## src/rtl/baccarat_round_fsm.sv

```systemverilog
// Dealer controller for one baccarat round: loads six card registers, applies the
// natural / third-card rules, latches winner flags. Optional: BACCARAT_AUTO_DEAL_EN.
module baccarat_round_fsm (
  input  logic       slow_clock,
  input  logic       reset,
  input  logic       deal,
  input  logic [3:0] new_card,
  input  logic [3:0] pscore,
  input  logic [3:0] dscore,
  output logic [3:0] pcard1,
  output logic [3:0] pcard2,
  output logic [3:0] pcard3,
  output logic [3:0] dcard1,
  output logic [3:0] dcard2,
  output logic [3:0] dcard3,
  output logic       player_win,
  output logic       dealer_win,
  output logic       done
);

  typedef enum logic [3:0] {
    S_P1, S_D1, S_P2, S_D2, S_EVAL1, S_P3, S_EVAL2, S_D3, S_RESULT, S_DONE
  } state_t;

  state_t     r_state;
  logic [3:0] r_pcard1, r_pcard2, r_pcard3;
  logic [3:0] r_dcard1, r_dcard2, r_dcard3;
  logic       r_player_win, r_dealer_win, r_done;

  logic       w_step;
  logic       w_card_ok;
  logic       w_natural;
  logic [3:0] w_p3_face;
  logic       w_banker_draws;

`ifdef BACCARAT_AUTO_DEAL_EN
  assign w_step = 1'b1;
`else
  assign w_step = deal;
`endif

  assign w_card_ok = (new_card != 4'd0) && (new_card <= 4'd13);
  assign w_natural = (pscore >= 4'd8) || (dscore >= 4'd8);
  assign w_p3_face = (r_pcard3 >= 4'd10) ? 4'd0 : r_pcard3;

  // Banker tableau once the player has drawn a third card.
  always_comb begin
    w_banker_draws = 1'b0;
    case (dscore)
      4'd0, 4'd1, 4'd2: w_banker_draws = 1'b1;
      4'd3:             w_banker_draws = (w_p3_face != 4'd8);
      4'd4:             w_banker_draws = (w_p3_face >= 4'd2) && (w_p3_face <= 4'd7);
      4'd5:             w_banker_draws = (w_p3_face >= 4'd4) && (w_p3_face <= 4'd7);
      4'd6:             w_banker_draws = (w_p3_face >= 4'd6) && (w_p3_face <= 4'd7);
      default:          w_banker_draws = 1'b0;
    endcase
  end

  always_ff @(posedge slow_clock or posedge reset) begin
    if (reset) begin
      r_state      <= S_P1;
      r_pcard1     <= 4'd0;
      r_pcard2     <= 4'd0;
      r_pcard3     <= 4'd0;
      r_dcard1     <= 4'd0;
      r_dcard2     <= 4'd0;
      r_dcard3     <= 4'd0;
      r_player_win <= 1'b0;
      r_dealer_win <= 1'b0;
      r_done       <= 1'b0;
    end else begin
      case (r_state)
        S_P1: if (w_step && w_card_ok) begin
          r_pcard1 <= new_card;
          r_state  <= S_D1;
        end
        S_D1: if (w_step && w_card_ok) begin
          r_dcard1 <= new_card;
          r_state  <= S_P2;
        end
        S_P2: if (w_step && w_card_ok) begin
          r_pcard2 <= new_card;
          r_state  <= S_D2;
        end
        S_D2: if (w_step && w_card_ok) begin
          r_dcard2 <= new_card;
          r_state  <= S_EVAL1;
        end
        S_EVAL1: if (w_step) begin
          if (w_natural)              r_state <= S_RESULT;
          else if (pscore <= 4'd5)    r_state <= S_P3;
          else if (dscore <= 4'd5)    r_state <= S_D3;
          else                        r_state <= S_RESULT;
        end
        S_P3: if (w_step && w_card_ok) begin
          r_pcard3 <= new_card;
          r_state  <= S_EVAL2;
        end
        S_EVAL2: if (w_step) begin
          r_state <= w_banker_draws ? S_D3 : S_RESULT;
        end
        S_D3: if (w_step && w_card_ok) begin
          r_dcard3 <= new_card;
          r_state  <= S_RESULT;
        end
        S_RESULT: begin
          r_player_win <= (pscore >= dscore);
          r_dealer_win <= (dscore >= pscore);
          r_done       <= 1'b1;
          r_state      <= S_DONE;
        end
        S_DONE: if (w_step) begin
          // New round: wipe the table, the card on this edge is not loaded.
          r_pcard1     <= 4'd0;
          r_pcard2     <= 4'd0;
          r_pcard3     <= 4'd0;
          r_dcard1     <= 4'd0;
          r_dcard2     <= 4'd0;
          r_dcard3     <= 4'd0;
          r_player_win <= 1'b0;
          r_dealer_win <= 1'b0;
          r_done       <= 1'b0;
          r_state      <= S_P1;
        end
        default: r_state <= S_P1;
      endcase
    end
  end

  assign pcard1     = r_pcard1;
  assign pcard2     = r_pcard2;
  assign pcard3     = r_pcard3;
  assign dcard1     = r_dcard1;
  assign dcard2     = r_dcard2;
  assign dcard3     = r_dcard3;
  assign player_win = r_player_win;
  assign dealer_win = r_dealer_win;
  assign done       = r_done;

endmodule

```

## config.mk

```make
export PLATFORM = sky130hd
export DESIGN_NAME = baccarat_round_fsm
export DESIGN_NICKNAME = d
export VERILOG_FILES = /design/src/rtl/baccarat_round_fsm.sv
export SDC_FILE = /design/constraint.sdc
export NUM_CORES = 1
export LEC_CHECK = 0
export CAP_MARGIN = 20
export CORE_AREA = 8 8 107 70
export DETAILED_ROUTE_END_ITERATION = 16
export DIE_AREA = 0 0 115 78
export GPL_ROUTABILITY_DRIVEN = 0
export GPL_TIMING_DRIVEN = 0
export PLACE_DENSITY = 0.55
export REMOVE_ABC_BUFFERS = 1
export SYNTH_ARGS = -nofsm -noshare
export SYNTH_HDL_FRONTEND = slang
export SYNTH_SLANG_ARGS = --single-unit
export TNS_END_PERCENT = 20
```

## constraint.sdc

```tcl
create_clock -name slow_clock -period 2.03 [get_ports slow_clock]
set_clock_uncertainty 0.2 [all_clocks]
set_input_delay 0.406 -clock slow_clock [delete_from_list [all_inputs] [get_ports slow_clock]]
set_output_delay 0.406 -clock slow_clock [all_outputs]
set_load 0.01 [all_outputs]
```

==> flow_metrics.py, run 1 <==
metrics = {
    "run_status": {
        "status": "complete, no violations",
    },
    "die": {
        "die_x_microns": 115,
        "die-area_sq_um": 8970,
        "fp-row-count": 22,
        "coreArea_sq_um": 5891,
        "die_h_microns": 78,
        "ios": 42,
        "initial_core_util_pct": 29.16,
    },
    "global_route": {
        "grt_pass1_wl_microns": 7838,
        "antenna_found_initial": 0,
        "grt_pass1_vias": 1447,
        "grt_overflow": 0,
        "grt_usage_pct": 11.23,
        "grt_start_max_net_pins": 22,
    },
    "route": {
        "vias_per_cell": 4.882,
        "wl_per_cell_microns": 16.30,
        "wirelength_microns": 4825,
        "first_iter_violations": 45,
        "drt_drc_violations_left": 0,
        "num_vias": 1445,
        "dr.pass1.iters": 4,
        "postRouteAntennaNets": 0,
    },
    "layout": {
        "diodes": 0,
        "final_core_util_pct": 42.48,
        "finalNetCount": 231,
        "drive_gt1_share_pct": 33.02,
        "syn_to_final_growth_pct": 45.67,
        "nFillCells": 589,
    },
    "synthesis": {
        "netlist.area_leader.share_pct": 45.16,
        "post-synth-top-count-cell": "dfrtp_1",
        "ys.flop_type": "dfrtp_1",
        "ys_ff_latch": 31,
        "synthTopCellsByCount": "31 x dfrtp_1, 24 x mux2_2, 10 x inv_1, 10 x nand2_1, 10 x nor2_1",
        "synth_warnings": 0,
        "netlist_instances": 159,
        "synth_top_cell_by_area": "dfrtp_1",
        "async_flop_share_pct": 100.0,
        "synth_area_leaders": "dfrtp_1 45%, mux2_2 16%, ha_1 2.9%",
        "seq_area_frac_synth_pct": 45.16,
        "synth_edf_count": 0,
        "syn_area_per_cell_sq_um": 10.80,
        "synth.distinct_cells": 48,
        "synth_area_sq_um": 1718,
    },
    "setup_path": {
        "cp-end-kind": "register",
        "crit_buf_inv": 0,
        "slowest_delay_ns": 0.54,
        "crit_chain": "or3b_2 -> a21oi_2 -> mux2_2",
        "slowest_stage": "dfrtp_4",
        "crit_type": "register to register",
        "crit_family": "flip-flops",
        "worstPathMaxFanout": 10,
        "start_kind": "register",
        "required_ns": 2.00,
        "cp.arrival_ns": 1.97,
    },
    "clocking": {
        "cts_buffers": 5,
        "cts_hold_buf": 0,
        "path_clk_slew_ns": 0.07,
        "cts_buffer_depth": 2,
        "cts.sinks": 31,
        "root_buffer": "clkbuf_8",
        "tritoncts": "built",
        "htreeDepth": 2,
        "clk_latency_ns": 0.28,
    },
    "sta": {
        "hold_violations": 0,
        "min_period_ns": 1.997,
        "worst_slew_pin_slew_ns": 0.6107,
        "setup_viol": 0,
        "rsz0062_at_grt": "true",
        "max_freq_mhz": 500.7,
        "drv_slew": 0,
        "relSlewSlack_pct": 59.20,
        "hold_slack_ns": 0.2464,
        "fin_crit_sh_pct": 98.39,
    },
    "run": {
        "drv_cap": 0,
    },
    "hold_path": {
        "holdCritPathClass": "primary input to asynchronous set/reset pin",
    },
    "power_and_ir_drop": {
        "leakage_nw": 1.042,
        "peakVddDrop_mv": 0.6709,
        "power_density_nw_per_um2": 1406,
    },
    "placement": {
        "post-dp-hpwl_microns": 3397,
        "port_buffers": 41,
    },
}
==> cell usage in the layout, fill, tap and decap left out, types with 2 or more instances in the layout <==
cell type         n
mux2_4            6
buf_4            10
buf_2             3
o21a_1            2
clkbuf_8          6
a21oi_1           4
a21oi_2           4
o22a_1            2
a31oi_1           3
ha_1              4
clkdlybuf4s50_1  35
nor4_4            3
nor2_1           10
nand3_1           3
nor2b_1           6
a211oi_1          2
nand2_1           9
o21ai_0           3
nand2b_1          3
o22ai_1           3
dfrtp_1          27
dfrtp_4           2
mux2_2           18
inv_1            10
dfrtp_2           2
dlymetal6s2s_1    2
==> kinds of logic (layout without fill, tap and decap cells) <==
group,Yosys count,count (layout),share of synthesized area (%)
buffers and inverters,17,70,4.224
multiplexers,25,25,16.31
AO/OA/AOI/OAI,36,36,15.73
flip-flops,31,31,45.16
adder cells (fa/ha/maj),4,4,2.913
AND/OR/NAND/NOR,46,46,15.66
==> through the flow <==
step	instance area, sq um	instances	power (mW)	setup slack (ns)	TNS (ns)
6_report	2502	296	3.517	0.03267	0
5_1_grt	2502	296	3.757	-0.02122	-0.09784
4_1_cts	2427	290	3.402	-0.1032	-0.6299
3_5_place_dp	2226	278	2.769	-0.8214	-19.43
3_3_place_gp	2198	277	2.759	-0.7794	-19.97
2_1_floorplan	1683	152	1.989	0.01425	0
==> metal layers <==
layer | wire [microns] | global-route usage (%)
met3 | 443 | 5.719
met1 | 2539 | 16.49
met5 | 0 | 0
met2 | 1798 | 13.31
met4 | 44 | 3.520
==> power breakdown <==
part           switching [mW]  total, mW  internal, mW  leakage, nW
logic                   0.765       1.83          1.06        0.618
registers               0.255       1.19         0.935        0.376
clock network           0.234      0.499         0.266       0.0470
total                    1.25       3.52          2.26         1.04
==> worst reg2reg max path, cell delays in order (launching register included) <==
cell and delay, ns:
dfrtp_4 0.54, or3b_2 0.50, a21oi_2 0.28, mux2_2 0.37
==> area by class of cell <==
type	instances	area, sq um	area share [%]
clock buffer	6	82.58	3.300
clock inverter	1	5.005	0.2000
inverter	10	37.54	1.500
multi-input combinational	111	977.2	39.05
sequential	31	785.8	31.40
tap	84	105.1	4.200
timing repair buffer	53	509.2	20.35
==> path summary, 6_finish.rpt <==
check | cells past startpoint | from | slack, ns | end
setup / recovery | 3 | r_state[2] | 0.03 | dcard3[2]
hold / removal | 2 | reset | 0.25 | done
setup reg to reg | 3 | r_state[2] | 0.03 | dcard3[2]
hold reg to reg | 1 | done | 0.30 | done
max in group asynchronous | 3 | reset | 0.88 | r_state[1]
min in group slow_clock | 1 | done | 0.30 | done
==> flip-flops by register name, summed over array words and instances, names as in the netlist <==
name,cells
dcard1,4
dcard2,4
dcard3,4
pcard1,4
pcard2,4
pcard3,4
r_state,4
dealer_win,1
done,1
player_win,1
==> timing repair <==
action / 4_1_cts / 5_1_grt
endpoints found under the setup margin: 30 / 29
cloned: 0 / 0
pin swaps: 3 / 3
setup buffers: 5 / 6
endpoints found under the hold margin: 0 / 0
gates resized for setup: 27 / 20
Note: power is estimated with default switching activity, not from simulation.
==> inputs of run 2 (changes only) <==
--- a/config.mk
+++ b/config.mk
@@ -11,7 +11,7 @@
 export DIE_AREA = 0 0 115 78
 export GPL_ROUTABILITY_DRIVEN = 0
 export GPL_TIMING_DRIVEN = 0
-export PLACE_DENSITY = 0.55
+export PLACE_DENSITY = 0.54
 export REMOVE_ABC_BUFFERS = 1
 export SYNTH_ARGS = -nofsm -noshare
 export SYNTH_HDL_FRONTEND = slang
==> run 2 against run 1 <==
Against the previous run:
- the run now ends with negative setup slack left
- global-route usage rose by 0.058 points
- via count shrank 0.21%
- first-iteration DRC count rose by 11%
- routed wire length decreased by 0.12%
- critical path type unchanged
- critical path depth rose by 2
- flip-flop and latch count stayed put
- highest routed layer unchanged
- clock power is 25% higher
- clock-buffer cell count stayed put
==> flow_metrics.py, run 2 (synthesized netlist as in run 1, its figures left out) <==
metrics = {
    "clocking": {
        "cts_buffers": 5,
        "tritoncts": "built",
        "cts_buffer_depth": 2,
        "htreeDepth": 2,
        "clk_latency_ns": 0.28,
        "cts.sinks": 31,
        "cts_hold_buf": 0,
        "root_buffer": "clkbuf_8",
        "path_clk_slew_ns": 0.07,
    },
    "layout": {
        "nFillCells": 569,
        "finalNetCount": 230,
        "seqCellArea_sq_um": 785.8,
        "layout_common_cells": "36 x clkdlybuf4s50_1, 27 x dfrtp_1, 22 x mux2_2",
        "multi_input_area_sq_um": 983.4,
        "final_common_cell": "clkdlybuf4s50_1",
        "fin_cells": 296,
        "final_core_util_pct": 42.80,
        "diodes": 0,
        "syn_to_final_growth_pct": 46.76,
        "drive_gt1_share_pct": 34.91,
    },
    "setup_path": {
        "crit_type": "register to register",
        "worstPathMaxFanout": 6,
        "required_ns": 2.00,
        "cp-end-kind": "register",
        "start_kind": "register",
        "cp.arrival_ns": 2.01,
    },
    "die": {
        "ios": 42,
        "die-area_sq_um": 8970,
        "fp-row-count": 22,
        "initial_core_util_pct": 29.16,
        "die_h_microns": 78,
        "coreArea_sq_um": 5891,
        "die_x_microns": 115,
    },
    "power_and_ir_drop": {
        "switchingPower_mw": 1.255,
        "clkPwrFrac_pct": 17.2,
        "p_int_mw": 2.370,
        "p_seq_share_pct": 31.6,
        "switching_share_pct": 34.62,
        "leakage_nw": 1.026,
        "comb_power_share_pct": 51.2,
        "power_mw": 3.625,
        "peakVddDrop_mv": 0.5818,
        "power_density_nw_per_um2": 1438,
    },
    "route": {
        "wl_per_cell_microns": 16.28,
        "wirelength_microns": 4819,
        "postRouteAntennaNets": 0,
        "num_vias": 1442,
        "first_iter_violations": 50,
        "drt_drc_violations_left": 0,
        "dr.pass1.iters": 4,
        "vias_per_cell": 4.872,
    },
    "hold_path": {
        "holdCritPathClass": "primary input to asynchronous set/reset pin",
    },
    "sta": {
        "setup_viol": 4,
        "relSlewSlack_pct": 62.71,
        "drv_slew": 0,
        "rsz0062_at_grt": "true",
        "setup_ws_ns": -0.01736,
        "min_period_ns": 2.047,
        "hold_violations": 0,
        "max_freq_mhz": 488.4,
        "fin_crit_sh_pct": 100.9,
        "worst_slew_pin_slew_ns": 0.5582,
        "setup_tns_ns": -0.04916,
    },
    "placement": {
        "placed_cells": 278,
        "post-dp-hpwl_microns": 3427,
        "port_buffers": 41,
    },
    "global_route": {
        "grt_start_max_net_pins": 25,
        "grt_usage_pct": 11.29,
        "antenna_found_initial": 0,
        "grt_pass1_wl_microns": 7990,
        "grt_overflow": 0,
        "grt_pass1_vias": 1546,
    },
    "run": {
        "drv_cap": 0,
    },
    "run_status": {
        "status": "finished, violations left",
        "failed_checks": "negative setup slack",
    },
}
## run 2: routing by layer
layer  GRT usage, %  share of wire (%)  vias to the layer above
met3          4.250                7.6                        5
li1               -                  -                      689
met4          3.781               0.75                        0
met2          15.34                 41                       43
met1          15.82                 50                      705
met5              0                  0                        -
## run 2: power by group through the flow
stage	Sequential, mW	Combinational [mW]	Clock (mW)
after floorplan	1.30	0.688	0
after global placement	1.25	1.51	0
after detailed placement	1.24	1.54	0
final	1.15	1.85	0.625
after CTS	1.14	1.80	0.647
after global routing	1.20	2.01	0.674
## run 2: area by class of cell
class,instances,share of cell area (%)
sequential,31,31.17
tap,84,4.169
inverter,10,1.489
clock inverter,2,1.390
timing repair buffer,52,19.50
clock buffer,6,3.275
multi-input combinational,111,39.01
## run 2: final timing paths
check                      startpoint    endpoint  slack, ns  depth (start not counted)
setup reg to reg           r_state[3]   dcard2[3]      -0.02                          5
max in group asynchronous       reset  r_state[1]       0.95                          3
hold / removal                  reset   pcard1[3]       0.20                          2
min in group slow_clock          done        done       0.30                          1
hold reg to reg                  done        done       0.30                          1
setup / recovery           r_state[3]   dcard2[3]      -0.02                          5
## run 2: worst max-delay path: stages (launching register included)
cell	delay, ns
dfrtp_2	0.42
a311oi_4	0.41
mux2i_2	0.16
nor4_4	0.23
buf_4	0.18
mux2_2	0.33
## run 2: what timing repair did
action / in CTS / in global routing
buffers inserted: 10 / 0
pin swaps: 4 / 2
gates resized for setup: 25 / 22
setup endpoints to repair: 30 / 28
## run 2: stage by stage
step	setup WS (ns)	instance area (sq um)	hold WS, ns
floorplan	0.01425	1683	0.3095
global placement	-0.7941	2198	0.2759
detailed placement	-0.8299	2226	0.2675
CTS	-0.01611	2486	0.2059
global route	-0.09649	2521	0.2416
finish	-0.01736	2521	0.2033
==> inputs of run 3 (changes only) <==
--- a/config.mk
+++ b/config.mk
@@ -9,10 +9,10 @@
 export CORE_AREA = 8 8 107 70
 export DETAILED_ROUTE_END_ITERATION = 16
 export DIE_AREA = 0 0 115 78
-export GPL_ROUTABILITY_DRIVEN = 0
 export GPL_TIMING_DRIVEN = 0
 export PLACE_DENSITY = 0.54
 export REMOVE_ABC_BUFFERS = 1
+export SLEW_MARGIN = 15
 export SYNTH_ARGS = -nofsm -noshare
 export SYNTH_HDL_FRONTEND = slang
 export SYNTH_SLANG_ARGS = --single-unit
==> run 3 against run 2 <==
Against the previous run:
- combinational power is essentially flat
- flip-flop and latch count unchanged
- highest routed layer is now met3
- utilization up 0.30 points
- non-clock buffer count rose by 4
- critical path type unchanged
- critical endpoint is now r_state[3]
- cell count grew 1.4%
- sequential share of layout area decreased by 0.21 points
- first-iteration DRC count is 48% higher
- the run still ends with negative setup slack left
==> flow_metrics.py, run 3 (synthesized netlist as in run 1, its figures left out) <==
metrics = {
    "layout": {
        "syn_to_final_growth_pct": 47.78,
        "layout_common_cells": "36 x clkdlybuf4s50_1, 27 x dfrtp_1, 22 x mux2_2",
        "fin_area_sq_um": 2539,
        "diodes": 0,
        "drive_gt1_share_pct": 34.26,
        "fin_cells": 300,
        "finalNetCount": 234,
        "final_common_cell": "clkdlybuf4s50_1",
    },
    "setup_path": {
        "start_kind": "register",
        "crit_chain": "or3b_2 -> a21oi_2 -> a21oi_4 -> a2111oi_2 -> a211o_1",
        "cp.arrival_ns": 2.05,
        "slowest_delay_ns": 0.52,
        "slowest_stage": "or3b_2",
        "reg2reg_setup_slack_ns": -0.01,
        "worstPathMaxFanout": 6,
        "crit_family": "compound AO/OA/AOI/OAI gates",
        "crit_type": "register to register",
        "required_ns": 2.04,
        "crit_buf_inv": 0,
        "cp-end-kind": "register",
    },
    "global_route": {
        "antenna_found_initial": 0,
        "grt_usage_pct": 11.58,
        "grt_overflow": 0,
        "grt_pass1_vias": 1501,
        "grt_pass1_wl_microns": 8100,
        "grt_start_max_net_pins": 21,
    },
    "route": {
        "num_vias": 1440,
        "drt_drc_violations_left": 0,
        "vias_per_cell": 4.800,
        "dr.pass1.iters": 4,
        "first_iter_violations": 74,
        "wirelength_microns": 4945,
        "postRouteAntennaNets": 0,
        "wl_per_cell_microns": 16.48,
    },
    "die": {
        "ios": 42,
        "initial_core_util_pct": 29.16,
        "die_x_microns": 115,
        "die-area_sq_um": 8970,
        "fp-row-count": 22,
        "die_h_microns": 78,
        "coreArea_sq_um": 5891,
    },
    "sta": {
        "relSlewSlack_pct": 61.57,
        "setup_ws_ns": -0.01370,
        "min_period_ns": 2.044,
        "worst_slew_pin_slew_ns": 0.5753,
        "drv_slew": 0,
        "hold_slack_ns": 0.2701,
        "setup_viol": 1,
        "fin_crit_sh_pct": 100.7,
        "hold_violations": 0,
        "max_freq_mhz": 489.3,
        "rsz0062_at_grt": "true",
    },
    "clocking": {
        "tritoncts": "built",
        "clk_latency_ns": 0.28,
        "cts.sinks": 31,
        "path_clk_slew_ns": 0.07,
        "cts_hold_buf": 0,
        "cts_buffer_depth": 2,
        "cts_buffers": 5,
        "htreeDepth": 2,
        "root_buffer": "clkbuf_8",
    },
    "power_and_ir_drop": {
        "peakVddDrop_mv": 0.7656,
        "power_mw": 3.663,
        "power_density_nw_per_um2": 1443,
        "leakage_nw": 1.040,
    },
    "placement": {
        "place_area_sq_um": 2226,
        "port_buffers": 41,
        "place_congestion": 0.7882,
        "post-dp-hpwl_microns": 3421,
        "placed_cells": 278,
    },
    "run": {
        "drv_cap": 0,
    },
    "hold_path": {
        "holdCritPathClass": "primary input to asynchronous set/reset pin",
    },
    "run_status": {
        "status": "finished, violations left",
        "failed_checks": "negative setup slack",
    },
}
## run 3: timing repair
action | in CTS | in global routing
pin swaps | 4 | 2
gates resized for setup | 30 | 14
endpoints found under the setup margin | 31 | 28
setup buffers | 13 | 1
## run 3: final timing paths
check / end / depth (start not counted) / from
max: r_state[3] / 5 / r_state[1]
min: done / 2 / reset
max reg2reg: r_state[3] / 5 / r_state[1]
min reg2reg: done / 1 / done
max in group asynchronous: r_state[2] / 3 / reset
min in group slow_clock: done / 1 / done
## run 3: area by class of cell
class,instances,area [sq um]
clock inverters,2,35.03
inverters,10,37.54
fillers,581,3352
multi-input cells,111,967.2
flip-flops and latches,31,785.8
well taps,84,105.1
repair buffers,56,525.5
clock buffers,6,82.58
## run 3: where the power goes
group / switching (mW) / internal (mW)
logic: 0.816 / 1.06
registers: 0.221 / 0.934
clock network: 0.233 / 0.397
## run 3: per-stage QoR
stage	util (%)	setup TNS, ns	worst slack, ns
2_1_floorplan	-	0	0.01425
3_3_place_gp	37.32	-19.38	-0.7941
3_5_place_dp	37.79	-19.65	-0.8297
4_1_cts	42.93	-0.01625	-0.008781
5_1_grt	43.10	-0.2948	-0.06049
6_report	43.10	-0.01370	-0.01370
## run 3: per-layer routing
metal	up-vias	GRT usage, %	routed length, microns
met5	-	0	0
met4	0	1.956	0
met3	0	4.560	342
met2	34	15.69	2063
met1	709	16.83	2539
li1	697	-	-
